**src/rtl/lfsr_pkg.sv**
```systemverilog
`default_nettype none
// ============================================================================
//  Module      : lfsr_pkg
//  Description : Shared types and reset constants for the LFSR word generator.
//  Revision    : 1.0  initial release
// ============================================================================
package lfsr_pkg;

    // Feedback topology selected on load
    typedef enum logic {
        LFSR_FIB = 1'b0,
        LFSR_GAL = 1'b1
    } lfsr_mode_e;

    // Reset tap mask (x^16 + x^15 + x^13 + x^4 + 1) and reset seed, 16-bit form
    localparam logic [15:0] LFSR_TAPS_DEFAULT = 16'hD008;
    localparam logic [15:0] LFSR_SEED_DEFAULT = 16'h0001;

endpackage : lfsr_pkg
`default_nettype wire

```
**src/rtl/lfsr_step.sv**
```systemverilog
`default_nettype none
// ============================================================================
//  Module      : lfsr_step
//  Description : One combinational LFSR shift, Fibonacci or Galois form.
//                Emits the bit shifted out of the MSB and the next state.
//  Revision    : 1.0  initial release
// ============================================================================
module lfsr_step
    import lfsr_pkg::*;
#(
    parameter int WIDTH = 16
) (
    input  logic [WIDTH-1:0] state_in,
    input  logic [WIDTH-1:0] taps,
    input  lfsr_mode_e       mode,
    output logic [WIDTH-1:0] state_out,
    output logic             bit_out
);

    logic fib_fb;

    // The generated bit is always the MSB before the shift
    assign bit_out = state_in[WIDTH-1];

    // Fibonacci feedback is the parity of the tapped bits
    assign fib_fb  = ^(state_in & taps);

    // Select the next state for the active topology
    always_comb begin
        state_out = {state_in[WIDTH-2:0], fib_fb};
        if (mode == LFSR_GAL) begin
            // Galois: shift left, then fold the outgoing bit back through the taps
            state_out = {state_in[WIDTH-2:0], 1'b0} ^ (bit_out ? taps : '0);
        end
    end

endmodule : lfsr_step
`default_nettype wire

```
**src/rtl/lfsr_gen.sv**
```systemverilog
`default_nettype none
// ============================================================================
//  Module      : lfsr_gen
//  Description : LFSR word generator. OUT_W single steps are chained so a
//                whole output word is produced per cycle, delivered through a
//                valid/ready handshake with lock-up recovery and word counter.
//  Revision    : 1.0  initial release
// ============================================================================
module lfsr_gen
    import lfsr_pkg::*;
#(
    parameter int               WIDTH        = 16,
    parameter int               OUT_W        = 8,
    parameter logic [WIDTH-1:0] SEED_DEFAULT = WIDTH'(LFSR_SEED_DEFAULT),
    parameter logic [WIDTH-1:0] TAPS_DEFAULT = WIDTH'(LFSR_TAPS_DEFAULT)
) (
    input  logic             clk,
    input  logic             rst_n,
    input  logic             load,
    input  logic [WIDTH-1:0] seed,
    input  logic [WIDTH-1:0] taps,
    input  logic             mode,
    input  logic             en,
    output logic [OUT_W-1:0] dout,
    output logic             dout_valid,
    input  logic             dout_ready,
    output logic [WIDTH-1:0] state,
    output logic             lockup,
    output logic [15:0]      word_cnt
);

    // Substitute state used whenever the register would otherwise become all zero
    localparam logic [WIDTH-1:0] STATE_ONE = WIDTH'(1);

    logic [WIDTH-1:0] taps_q;
    lfsr_mode_e       mode_q;

    logic [OUT_W-1:0] gen_bits;
    logic [WIDTH-1:0] gen_state;
    logic             gen_zero;
    logic             seed_zero;
    logic             gen_go;
    logic             accept;

    // Chain of single steps; stage i produces output bit OUT_W-1-i (MSB first)
    for (genvar i = 0; i < OUT_W; i++) begin : g_step
        logic [WIDTH-1:0] cur;
        logic [WIDTH-1:0] nxt;
        logic             bit_o;

        if (i == 0) begin : g_first
            assign cur = state;
        end else begin : g_next
            assign cur = g_step[i-1].nxt;
        end

        lfsr_step #(
            .WIDTH (WIDTH)
        ) u_step (
            .state_in  (cur),
            .taps      (taps_q),
            .mode      (mode_q),
            .state_out (nxt),
            .bit_out   (bit_o)
        );

        assign gen_bits[OUT_W-1-i] = bit_o;
    end

    assign gen_state = g_step[OUT_W-1].nxt;
    assign gen_zero  = (gen_state == '0);
    assign seed_zero = (seed == '0);

    // A new word may be produced when the output slot is free or being emptied
    assign gen_go    = en && (!dout_valid || dout_ready);
    assign accept    = dout_valid && dout_ready;

    // LFSR state, configuration, output word and lock-up flag
    always_ff @(posedge clk or negedge rst_n) begin
        if (!rst_n) begin
            state      <= SEED_DEFAULT;
            taps_q     <= TAPS_DEFAULT;
            mode_q     <= LFSR_FIB;
            dout       <= '0;
            dout_valid <= 1'b0;
            lockup     <= 1'b0;
        end else if (load) begin
            // Load wins over everything; a pending word is simply dropped
            state      <= seed_zero ? STATE_ONE : seed;
            taps_q     <= taps;
            mode_q     <= lfsr_mode_e'(mode);
            dout_valid <= 1'b0;
            lockup     <= seed_zero;
        end else if (gen_go) begin
            state      <= gen_zero ? STATE_ONE : gen_state;
            dout       <= gen_bits;
            dout_valid <= 1'b1;
            if (gen_zero) begin
                lockup <= 1'b1;
            end
        end else if (accept) begin
            dout_valid <= 1'b0;
        end
    end

    // Count accepted words; cleared by load so a discarded word is never counted
    always_ff @(posedge clk or negedge rst_n) begin
        if (!rst_n) begin
            word_cnt <= '0;
        end else if (load) begin
            word_cnt <= '0;
        end else if (accept) begin
            word_cnt <= word_cnt + 16'd1;
        end
    end

endmodule : lfsr_gen
`default_nettype wire

```
**config.mk**
```make
export PLATFORM = sky130hd
export DESIGN_NAME = lfsr_gen
export DESIGN_NICKNAME = d
export VERILOG_FILES = /design/src/rtl/lfsr_pkg.sv /design/src/rtl/lfsr_step.sv /design/src/rtl/lfsr_gen.sv
export SDC_FILE = /design/constraint.sdc
export NUM_CORES = 1
export LEC_CHECK = 0
export ABC_AREA = 1
export BUFFER_PORTS_ARGS = -buffer_cell sky130_fd_sc_hd__clkbuf_2
export CORE_MARGIN = 10
export CORE_UTILIZATION = 35
export DETAILED_ROUTE_END_ITERATION = 16
export GPL_ROUTABILITY_DRIVEN = 0
export GPL_TIMING_DRIVEN = 1
export PLACE_DENSITY = 0.6
export SETUP_SLACK_MARGIN = 0.2
export SYNTH_ARGS = -nofsm -noshare
export SYNTH_HDL_FRONTEND = slang
export SYNTH_SLANG_ARGS = --single-unit
```
**constraint.sdc**
```tcl
create_clock -name clk -period 11.3 [get_ports clk]
set_input_delay 2.26 -clock clk [delete_from_list [all_inputs] [get_ports clk]]
set_output_delay 2.26 -clock clk [all_outputs]
set_load 0.01 [all_outputs]
```
==> metrics.cfg <==
[outcome]
status = finished clean

[final_layout]
syn_to_final_growth_pct = 9.54
ff_latch_area_um2 = 1480
diodes = 0
drive_gt1_share_pct = 11.2
final_nets = 1616
utilization_pct = 38.9
final_common_cell = nand2_1
multi_input_area_um2 = 5710
fillers = 2620
final_cell_mix = nand2_1, inv_1, nand3_1, clkbuf_2, nor2_1

[cts]
root_buffer = clkbuf_16
tritoncts = built
hold_buffers = 0
post_cts_buffers = 0
htreeDepth = 3
cts_num_sinks = 59
cts.clk_slew.worst_paths_ns = 0.06
numCtsBuffers = 9
cts_resized = 0
ctsLongestPathBuffers = 2
clk_latency_ns = 0.34

[yosys]
netlist_instances = 1535
synth_edf_count = 0
netlist_area_um2 = 8320
synth_fp_nets = 1574
synth_flop_cell = dfrtp_1
synth.distinct_cells = 43
async_flop_share_pct = 100
yosysWarnings = 0
syn_avg_cell_area_um2 = 5.42
yosysSeqAreaShare_pct = 17.8
ys_ff_latch = 59

[pwr]
share_seq_of_total_power_pct = 12.3
power.internal_mw = 1.09
power.net_switching_mw = 1.60
p_leak_nw = 5.18
ir_drop_mv = 0.124
p_clk_share_pct = 10.9
combPwrFrac_pct = 76.9
p_sw_share_pct = 59.6
power_density_nw_per_um2 = 296

[route]
drt_iter0_drc = 809
num_vias = 9528
routed_via_density = 5.01
wl_um = 28300
wl_per_cell_um = 14.9
first_pass_iters = 6
antenna_left = 0
drc = 0

[worst_setup_path]
crit_start = mode_q
startpoint_type = flop
cp_slowest_stage_delay_ns = 0.56
path_buf_inv = 6
critPathRequiredTime_ns = 11.53
crit_fanout = 53
worst_ep_arrival_time_ns = 6.76
critical_path.top_delay_family = simple AND/OR/NAND/NOR gates
cp_slowest_cell = nand2_1
endpoint_kind = flop
rr_startpoint = mode_q
path_common_cell = nand2_1
crit_type = flop to flop

[sta]
worst_pin_slew_ns = 0.926
setup_tns_ns = 0
setup_viol = 0
skew_ns = 0.0114
holdWs_ns = 0.479
hold_viol_final = 0
slew_viol_final = 0
timing.final.ws_setup_ns = 4.77
rsz0062_at_grt = no
relSlewSlack_pct = 38.2
period_needed_ns = 6.53
max_freq_mhz = 153
fin_crit_sh_pct = 57.8

[floorplan]
dieHeight_um = 174
core_um2 = 23400
die_w_um = 174
ios = 80
die_area_um2 = 30300
row_count = 56
initial_core_util_pct = 35.5

[grt]
grt_pass1_wl_um = 44700
overflow = 0
antenna_found_initial = 0
grt_use_total_pct = 18.0
grt_pass1_vias = 8515
grt_max_degree = 60

[worst_hold_path]
hp-class = flop to flop
min_from = dout[7]

[place]
dp_slack_ns = 4.92
portBuffers = 79
dp_hpwl_um = 22400

[run]
max_cap_violations = 0

worst min-delay path: stages (launching register included):
cell and delay (ns):
dfrtp_1 0.35, nand2_1 0.05, nand2_1 0.05
synthesized netlist by cell type, types with 9 or more instances:
library cell	number	area, um2
inv_1	177	664
buf_2	12	60.1
nand3_1	167	836
a21oi_1	43	215
nand2_1	693	2600
nand4_1	31	194
buf_6	13	146
clkbuf_1	17	63.8
nor3_1	9	45.0
o21ai_0	52	260
inv_2	18	67.6
xnor2_1	27	236
dfrtp_1	54	1350
nor2_1	67	251
a22oi_1	10	75.1
nand3_2	9	90.1
o21ai_1	11	55.1
nand2_2	19	119
xor2_1	38	333
sequential cells by signal, indices dropped and copies added, names as in the netlist:
| name | cells |
|---|---|
| state | 16 |
| word_cnt | 16 |
| taps_q | 16 |
| mode_q | 1 |
| dout | 8 |
| dout_valid | 1 |
| lockup | 1 |
power groups by stage:
stage	combinational (mW)	clock, mW	sequential (mW)
after global routing	2.33	0.304	0.336
final	2.07	0.292	0.330
after global placement	2.00	0	0.331
after detailed placement	2.03	0	0.331
after CTS	2.05	0.294	0.328
after floorplan	1.60	0	0.315
layout make-up:
type / instances / share of cell area (%)
inverter: 204 / 8.57
multi-input combinational: 1220 / 62.7
tap: 319 / 4.38
clock inverter: 7 / 0.920
clock buffer: 9 / 2.47
timing repair buffer: 83 / 4.67
sequential: 59 / 16.3
cell families after synthesis:
logic type                 Yosys count  share of synthesized area (%)
xor gates and xnor gates            68                           7.43
muxes                                1                          0.120
buffers and inverters              256                           13.5
adders and majority gates            1                          0.150
AOI/OAI and AO/OA                  127                           8.44
and+or+nand+nor                   1023                           52.5
DFF                                 59                           17.8
metrics by stage:
stage / power (mW) / instances / instance area, um2
3_3_place_gp: 2.33 / 1885 / 8800
6_report: 2.69 / 1901 / 9110
3_5_place_dp: 2.37 / 1885 / 8800
2_1_floorplan: 1.92 / 1535 / 8320
5_1_grt: 2.97 / 1901 / 9110
4_1_cts: 2.67 / 1901 / 9110
path summary, 6_finish.rpt:
| kind | slack, ns | endpoint | cells after the start |
|---|---|---|---|
| setup / recovery | 4.77 | lockup | 35 |
| hold / removal | 0.48 | dout[7] | 2 |
| setup reg to reg | 4.77 | lockup | 35 |
| hold reg to reg | 0.48 | dout[7] | 2 |
| max in group asynchronous | 8.68 | mode_q | 2 |
| min in group asynchronous | 2.06 | word_cnt[15] | 2 |
per-layer routing:
metal | part of all wire, % | up-vias | track usage (%)
li1 | - | 4896 | -
met1 | 44 | 4315 | 23.1
met2 | 46 | 268 | 29.6
met3 | 6.7 | 49 | 3.60
met4 | 2.5 | 0 | 5.42
met5 | 0 | - | 0
(Power assumes the default switching activity.)
